==> src/rtl/dpram_fifo_pkg.sv <==
// Shared constants for the dual-port-RAM FIFO controller.
// Contents: data/address widths, RAM depth, RAM read latency, widths of the
// RAM occupancy counter and of the level output, almost-full threshold
// (meaningful only when FIFO_ALMOST_FULL_EN is defined).
package dpram_fifo_pkg;

  localparam int unsigned DATA_W     = 8;
  localparam int unsigned ADDR_W     = 5;
  localparam int unsigned DEPTH      = 2**ADDR_W;
  localparam int unsigned RAM_RD_LAT = 1;
  localparam int unsigned CNT_W      = ADDR_W + 1;   // ram_count spans 0..DEPTH
  localparam int unsigned LEVEL_W    = ADDR_W + 2;   // level spans 0..DEPTH+2
  localparam int unsigned AF_THRESH  = 28;

  typedef logic [DATA_W-1:0] data_t;

endpackage

==> src/rtl/dpram_fifo_outbuf.sv <==
// Two-entry output buffer fed by RAM read returns.
// Ports:
//   clock, sclr   : clock and synchronous active-high reset
//   push, din     : RAM return data written at the tail
//   pop_req       : consumer ready; a pop happens when valid && pop_req
//   valid         : head register holds an entry
//   occ           : entries held (0..2)
//   head          : head entry, stable while valid && !pop_req
module dpram_fifo_outbuf
  import dpram_fifo_pkg::*;
(
  input  logic       clock,
  input  logic       sclr,
  input  logic       push,
  input  data_t      din,
  input  logic       pop_req,
  output logic       valid,
  output logic [1:0] occ,
  output data_t      head
);

  data_t tail;
  logic  pop;

  assign valid = (occ != 2'd0);
  assign pop   = valid && pop_req;

  always_ff @(posedge clock) begin
    if (sclr) begin
      occ  <= '0;
      head <= '0;
      tail <= '0;
    end else begin
      case ({push, pop})
        2'b10: begin
          if (occ == 2'd0) head <= din;
          else             tail <= din;
          occ <= occ + 2'd1;
        end
        2'b01: begin
          head <= tail;
          occ  <= occ - 2'd1;
        end
        2'b11: begin
          // Simultaneous pop and return: with one entry the return becomes
          // the new head directly; with two it shifts in behind the tail.
          if (occ == 2'd1) begin
            head <= din;
          end else begin
            head <= tail;
            tail <= din;
          end
        end
        default: ;
      endcase
    end
  end

endmodule

==> src/rtl/dpram_fifo_ctrl.sv <==
// FIFO controller sequencing an external 8x32 simple dual-port RAM.
// Pushes become RAM writes; committed entries are prefetched into a
// two-entry output buffer and presented as a valid/ready stream.
// Ports:
//   clock, sclr                  : clock, synchronous active-high reset
//   wr_req, wr_data              : push request and data
//   full, overflow               : RAM full; sticky push-while-full flag
//   out_valid, out_ready, out_data : output stream
//   level                        : ram_count + inflight + buffer occupancy
//   ram_*                        : RAM write/read port controls, ram_q return
//   almost_full                  : only with FIFO_ALMOST_FULL_EN defined
// Optional macro: FIFO_ALMOST_FULL_EN adds almost_full (ram_count >= AF_THRESH).
module dpram_fifo_ctrl
  import dpram_fifo_pkg::*;
(
  input  logic               clock,
  input  logic               sclr,
  input  logic               wr_req,
  input  logic [DATA_W-1:0]  wr_data,
  output logic               full,
  output logic               overflow,
  output logic               out_valid,
  input  logic               out_ready,
  output logic [DATA_W-1:0]  out_data,
  output logic [LEVEL_W-1:0] level,
  output logic [DATA_W-1:0]  ram_data,
  output logic               ram_wren,
  output logic [ADDR_W-1:0]  ram_wraddress,
  output logic [ADDR_W-1:0]  ram_rdaddress,
  output logic               ram_rden,
  output logic               ram_aclr,
  input  logic [DATA_W-1:0]  ram_q
`ifdef FIFO_ALMOST_FULL_EN
  ,
  output logic               almost_full
`endif
);

  logic [ADDR_W-1:0] wptr;
  logic [ADDR_W-1:0] rptr;
  logic [CNT_W-1:0]  ram_count;
  logic [CNT_W-1:0]  count_nxt;
  logic              inflight;
  logic              push;
  logic              issue;
  logic              pop;
  logic [1:0]        occ;

  assign full = (ram_count == CNT_W'(DEPTH));
  assign push = wr_req && !full && !sclr;
  assign pop  = out_valid && out_ready;

  // Issue only if the buffer still has room once the pending return lands,
  // counting a same-cycle pop as freeing a slot.
  assign issue = !sclr && (ram_count != '0) &&
                 (({1'b0, occ} + {2'b00, inflight}) < (3'd2 + {2'b00, pop}));

  assign count_nxt = ram_count + CNT_W'(push) - CNT_W'(issue);

  assign ram_data      = wr_data;
  assign ram_wren      = push;
  assign ram_wraddress = wptr;
  assign ram_rdaddress = rptr;
  assign ram_rden      = issue;
  assign ram_aclr      = 1'b0;

  assign level = LEVEL_W'(ram_count) + LEVEL_W'(inflight) + LEVEL_W'(occ);

  always_ff @(posedge clock) begin
    if (sclr) begin
      wptr      <= '0;
      rptr      <= '0;
      ram_count <= '0;
      inflight  <= 1'b0;
      overflow  <= 1'b0;
    end else begin
      if (push)  wptr <= wptr + ADDR_W'(1);
      if (issue) rptr <= rptr + ADDR_W'(1);
      if (wr_req && full) overflow <= 1'b1;
      inflight  <= issue;
      ram_count <= count_nxt;
    end
  end

`ifdef FIFO_ALMOST_FULL_EN
  always_ff @(posedge clock) begin
    if (sclr) almost_full <= 1'b0;
    else      almost_full <= (count_nxt >= CNT_W'(AF_THRESH));
  end
`endif

  // inflight is cleared by sclr, so a return arriving after reset is dropped.
  dpram_fifo_outbuf u_outbuf (
    .clock   (clock),
    .sclr    (sclr),
    .push    (inflight),
    .din     (ram_q),
    .pop_req (out_ready),
    .valid   (out_valid),
    .occ     (occ),
    .head    (out_data)
  );

endmodule

==> config.mk <==
export PLATFORM = sky130hd
export DESIGN_NAME = dpram_fifo_ctrl
export DESIGN_NICKNAME = d
export VERILOG_FILES = /design/src/rtl/dpram_fifo_pkg.sv /design/src/rtl/dpram_fifo_outbuf.sv /design/src/rtl/dpram_fifo_ctrl.sv
export SDC_FILE = /design/constraint.sdc
export NUM_CORES = 1
export LEC_CHECK = 0
export BUFFER_PORTS_ARGS = -buffer_cell sky130_fd_sc_hd__buf_2
export CORE_MARGIN = 2
export CORE_UTILIZATION = 55
export DETAILED_ROUTE_END_ITERATION = 10
export PLACE_DENSITY = 0.93
export RECOVER_POWER = 100
export SLEW_MARGIN = 20
export SYNTH_ARGS = -nofsm -noshare
export SYNTH_HDL_FRONTEND = slang
export SYNTH_SLANG_ARGS = --single-unit
==> constraint.sdc <==
create_clock -name clock -period 8.72 [get_ports clock]
set_input_delay 0.436 -clock clock [delete_from_list [all_inputs] [get_ports clock]]
set_output_delay 0.436 -clock clock [all_outputs]
set_load 0.01 [all_outputs]
**Word-level counts from Yosys, hierarchy flattened**

Index checks and enable logic that the tools add are counted.

- Memory bits (read-only): 0
- Word-level logic and storage cells: 50
- Memories: 0
- Output and inout bits: 39
- Register bits: 36
- Bits in latches: 0
- RAM bits: 0
- Input port bits: 20

- Multiply operators: 0
- Bitwise logic cells: 0
- Add/sub/neg operators: 10
- Equal/unequal tests: 8
- Multiplexer cells: 7
- Reductions and logical operators: 16
- $lt $le $gt $ge: 1
- Shift operators: 0
- Div/mod/pow operators: 0

Operators by type and width:

| kind | number |
|---|---|
| 8-bit 2-to-1 mux | 4 |
| 8-bit case mux with 3 select lines | 1 |
| 8-bit case mux with 2 select lines | 1 |
| 5-bit by 1-bit adder with 5-bit output, second input constant | 2 |
| 6-bit by 1-bit adder with 7-bit output | 1 |
| 7-bit by 2-bit adder with 7-bit output | 1 |
| 6-bit by 1-bit adder with 6-bit output | 1 |
| 6-bit equality test, second input constant | 1 |
| 1-bit logical AND | 6 |
| 2-bit nonzero test | 3 |
| 6-bit nonzero test | 1 |
| 6-bit by 1-bit subtractor with 6-bit output | 1 |
| 2-bit by 1-bit equality test with 1-bit output, second input constant | 2 |
| 2-bit equality test, second input constant | 2 |
| 2-bit != test, second input constant | 2 |
| 2-bit case mux with 2 select lines | 1 |
| 2-bit by 1-bit adder with 3-bit output | 1 |
| 2-bit by 1-bit adder with 3-bit output, first input constant | 1 |
| 3-bit less-than comparator | 1 |
| 3-bit AND reduction | 1 |
| 3-bit nonzero test | 1 |
| 2-bit by 1-bit adder with 2-bit output, second input constant | 1 |
| 1-bit logical NOT | 2 |
| 2-bit logical NOT | 1 |
| other kinds (3) | 3 |

**Logic depth before layout (Yosys ltp)**

- Depth after elaboration: 6
- Mapped depth: 12
- Gate-level depth less buffers: 12

**Cells and area by module**

Synthesis repeated with hierarchy kept, for this count alone.

- Cells, all modules: 218
- Area, all modules: 2,075.7 um2

By module, submodules not included:

| module | times used | seq. area each (um2) | cells an instance | area each (um2) |
|---|---|---|---|---|
| dpram_fifo_ctrl | 1 | 360.3 | 129 | 1,223.7 |
| dpram_fifo_outbuf | 1 | 360.3 | 89 | 852.1 |

**Worst setup path before layout**

No wires, ideal clock.

- Kind: flip-flop to flip-flop
- Start: register inflight
- End: register ram_count[4]
- Arrival: 2.780 ns
- Cell stages (with the launch flop): 13
- Library setup time: 0.128 ns
- Path buffers: 0
- Required time: 8.592 ns
- Setup slack: 5.813 ns
- Clock period less this slack: 2.907 ns
- Cell sequence: dfxtp_1 > ha_1 > ha_1 > a211o_1 > a211oi_4 > ha_1 > inv_1 > ha_1 > fa_1 > a21oi_1 > o21bai_1 > xnor2_1 > nor2_1

- Cells in the longest elaborated chain, start to end: 4

RTL lines:

| element | RTL line | text |
|---|---|---|
| from (decl) | dpram_fifo_ctrl.sv:43 | `logic inflight;` |
| from (signal assigned) | dpram_fifo_ctrl.sv:80 | `inflight <= issue;` |
| 2-bit by 1-bit adder with 3-bit output | dpram_fifo_ctrl.sv:56 | `(({1'b0, occ} + {2'b00, inflight}) < (3'd2 + {2'b00, pop}));` |
| 3-bit less-than comparator | dpram_fifo_ctrl.sv:56 |  |
| 1-bit logical AND | dpram_fifo_ctrl.sv:55 | `assign issue = !sclr && (ram_count != '0) &&` |
| net ram_rden | dpram_fifo_ctrl.sv:30 | `output logic ram_rden,` |
| 6-bit by 1-bit subtractor with 6-bit output | dpram_fifo_ctrl.sv:58 | `assign count_nxt = ram_count + CNT_W'(push) - CNT_W'(issue);` |
| to (signal assigned) | dpram_fifo_ctrl.sv:81 | `ram_count <= count_nxt;` |
| to (decl) | dpram_fifo_ctrl.sv:41 | `logic [CNT_W-1:0] ram_count;` |

The timed path passes the listed nets, and every way through them passes these cells.
A chain may end at the register's enable or synchronous reset.

**Final worst setup path**

- Start: register inflight
- End: register ram_count[4]

- Cells in the longest elaborated chain, start to end: 4

RTL lines:

| element | RTL line |
|---|---|
| 2-bit by 1-bit adder with 3-bit output | dpram_fifo_ctrl.sv:56 |
| 3-bit less-than comparator | dpram_fifo_ctrl.sv:56 |
| 1-bit logical AND | dpram_fifo_ctrl.sv:55 |
| 6-bit by 1-bit subtractor with 6-bit output | dpram_fifo_ctrl.sv:58 |

Every way passes these cells.

==> results.txt <==
The post-route netlist has 8.50% of its cells at a drive strength greater than 1. Sequential cells account for 33.4% of the total power. The detailed router placed 1,591 vias in this run. The met3 demand-to-capacity share in global routing came out at 6.16%. met2 is the most crowded layer. The largest net degree at the start of global routing came out at 37. The flow ran to the end, and the final reports show no timing, DRC or antenna violations. The average vias per placed instance came out at 5.43. The total routing usage reported by global routing came out at 20.3%. The number of antenna diodes is 0. The H-tree depth reported by CTS came out at 2. The wire length of the first global-routing pass is 6.47 mm.

The final cell area excluding filler cells is 2200 um2. The static leakage is 0.995 nW. The share of the yosys chip area belonging to registers is 36.0%. TritonCTS created 5 clock buffers. Data arrives at the worst endpoint at 3.75 ns. The most common cell in the synthesized netlist is dfxtp_1. The number of warnings issued by yosys is 0.

The cell at the root of the clock tree is clkbuf_4. The number of hold buffers added after CTS was 0. The total of flip-flops plus latches after synthesis is 36. After detailed routing, the number of remaining DRC violations is 0. In this run the critical register-to-register path is launched from inflight. The largest area contributor in the synthesized netlist is dfxtp_1. The critical path starts at inflight. The clock period could shrink to 3.51 ns.

The number of top-level design ports is 59. Yosys attributes the largest share of cell area to dfxtp_1 36%, ha_1 14%, mux2i_1 6.0%. The number of cells on the worst reg-to-reg path is 12.

The number of inserted filler cells in the final layout came out at 304. Combinational cells account for 50.8% of the total power. The die span in y came out at 64.3 um. IR analysis of the VDD net gives a maximum drop of 0.000141 V. The power density of the placed cells came out at 354 nW/um2. The total nets after synthesis is 258. After legalization and detailed placement, the total HPWL measured 3.05 mm. The number of cells upsized or downsized after cts came out at 0. The path class of the tightest hold or removal check is in -> reg. Data on the critical path is required at its endpoint by 8.95 ns. Along the worst path, the maximum fanout reaches 7. The die boundary width is 64.3 um. The number of sinks driven by the clock tree is 36. The detail-routed net length per standard cell is 13.5 um. The area of placed instances is 2160 um2.

STA classifies the critical path startpoint as a flop. The switching power summed over all nets came out at 334 uW. The reg2reg setup slack came out at 5.21 ns. By startpoint and endpoint, the worst setup path is classified as reg -> reg. The DRC violation total after the first TritonRoute iteration is 38. In the synthesized netlist, the cells that appear most often are 36 x dfxtp_1, 28 x nor2_1, 22 x ha_1. TritonCTS built the clock tree. Setup repair after global routing left no endpoint under its margin. The total internal power came out at 444 uW.

The most used flip-flop cell after synthesis is dfxtp_1. Adding up every negative setup slack in the final design gives 0 ns. The final hold violation count came out at 0. The cell area that synthesis handed to floorplanning was 2000 um2. The maximum clock rate came out at 0.285 GHz. The share of async-settable or async-resettable flops after synthesis came out at 0%. The slew at the pin closest to its max-slew limit is 1.07 ns. The floorplan core area came out at 3420 um2. The synthesis-to-finish area growth came out at 9.81%. Once detail routing completed, the nets flagged for antenna violations numbered 0. The global placement routability congestion is 0.782. The number of synthesized flops with an enable pin came out at 0. The worst path uses 40.3% of the clock period. Once the floorplan was initialized, standard cells occupied 58.6% of the core.

Post-CTS timing repair inserted 0 buffers for setup. The proportion of netlist area held by the largest area contributor is 36.0%. In the global route stage, met2 resource usage came out at 34.6%.

The number of search-and-repair iterations in the first detailed-routing pass came out at 4. The headroom to the max-slew limit came out at 28.2%. Setup violations remaining at the end of the flow were counted as 0.

The max-slew violation total from the final report is 0. The count of unique library cells instantiated by Yosys is 38. After the last flow step, the layout net total stands at 291. The synthesized area per cell came out at 9.40 um2. Buffers placed on the I/O ports in this run total 41. The clock share of power came out at 15.7%. Wires add up to 3.95 mm.

The clock tree buffer depth is 2. The register clock-pin slew on the reported worst setup and hold paths is 0.12 ns. The final clock skew came out at 0.0141 ns.

The number of global-route vias before repair is 1,529. The source-to-sink clock delay at the later pin of the worst-skew pair came out at 0.35 ns. The synthesized netlist cell count came out at 213.

The floorplan die area came out at 4140 um2. The switching share of power came out at 43.0%. The tool flagged a number of max-cap violations equal to 0. Following the worst setup path forward leads to its endpoint at ram_count[4].

The total congestion overflow came out at 0. The site row count is 21. The worst setup path is captured at a flop. The number of antenna violations at the first check in global routing was 0. The worst flop-to-flop path endpoint is ram_count[4]. The met1 capacity usage during global routing came out at 22.0%.
==> flip-flops by register name, indices dropped and copies added (netlist names) <==
signal / flops
u_outbuf.head: 8
ram_count: 6
overflow: 1
u_outbuf.occ: 2
ram_rdaddress: 5
ram_wraddress: 5
inflight: 1
u_outbuf.tail: 8
==> kinds of logic (layout without fill, tap and decap cells) <==
group | after synthesis | count (layout) | share of synthesized area [%]
other cells | 1 | 1 | 0.187
xor+xnor | 13 | 13 | 5.69
mux | 12 | 12 | 6.00
compound gates | 38 | 38 | 14.1
fa+ha+maj | 25 | 25 | 16.7
simple gates | 55 | 55 | 12.9
buf+inv | 33 | 67 | 8.37
flops | 36 | 36 | 36.0
==> how the worst min path moves through the flow <==
stage                          start               end  slack [ns]  depth (start not counted)
detailed placement  ram_rdaddress[4]  ram_rdaddress[4]        0.46                          1
global placement    ram_rdaddress[4]  ram_rdaddress[4]        0.44                          1
finish                      ram_q[0]  u_outbuf.tail[0]        0.33                          3
floorplan           u_outbuf.tail[0]  u_outbuf.tail[0]        0.46                          2
CTS                         ram_q[0]  u_outbuf.tail[0]        0.32                          3
global route                ram_q[6]  u_outbuf.tail[6]        0.33                          3
==> critical path: stages (launching register included) <==
cell	delay, ns
dfxtp_1	0.36
ha_1	0.20
ha_1	0.32
a211o_1	0.34
a211oi_1	0.80
ha_1	0.27
inv_1	0.04
ha_1	0.20
fa_1	0.42
a21oi_1	0.17
o21bai_1	0.09
xnor2_1	0.14
nor2_1	0.06
==> routing by layer <==
| metal | vias to the layer above | share of wire [%] |
|---|---|---|
| met5 | - | 0 |
| met4 | 0 | 3.2 |
| li1 | 795 | - |
| met1 | 742 | 42 |
| met3 | 15 | 5.4 |
| met2 | 39 | 49 |
==> metrics by stage <==
stage	util (%)	power, mW	setup slack (ns)	hold WS (ns)	instances
after global placement	63.4	0.650	5.78	0.442	285
final	64.4	0.778	5.21	0.332	293
after global routing	64.4	0.844	4.97	0.328	293
after CTS	65.8	0.800	5.63	0.321	293
after floorplan	-	0.565	5.81	0.461	213
after detailed placement	63.4	0.678	5.63	0.456	285
==> power groups by stage <==
stage	logic, mW	clock network, mW	registers (mW)
floorplan	0.299	0	0.266
global placement	0.390	0	0.259
detailed placement	0.415	0	0.263
CTS	0.416	0.124	0.259
global route	0.447	0.131	0.267
finish	0.396	0.122	0.260
==> layout by cell type (no fill, tap or decap), drive strengths merged, types with 2 or more instances in the layout <==
master | netlist | final
dfxtp | 36 | 36
clkbuf | 3 | 35
nor2 | 28 | 28
ha | 22 | 22
inv | 18 | 19
mux2i | 12 | 12
a211oi | 11 | 11
buf | 12 | 11
nand2 | 9 | 9
a22oi | 8 | 8
xnor2 | 7 | 7
xor2 | 6 | 6
a21oi | 5 | 5
o21ai | 5 | 5
nand3 | 4 | 4
nor2b | 3 | 3
nand4 | 3 | 3
fa | 3 | 3
and3 | 2 | 2
a21o | 2 | 2
nor4 | 2 | 2
==> area by class of cell <==
| cell class | instances | area [um2] | share of cell area, % |
|---|---|---|---|
| repair buffers | 41 | 168 | 7.63 |
| clock inverters | 3 | 46.3 | 2.11 |
| multi-input cells | 144 | 1100 | 50.1 |
| well taps | 46 | 57.6 | 2.62 |
| inverters | 18 | 67.6 | 3.07 |
| clock buffers | 5 | 37.5 | 1.71 |
| flip-flops and latches | 36 | 721 | 32.8 |
Note: power is estimated with default switching activity, not from simulation.
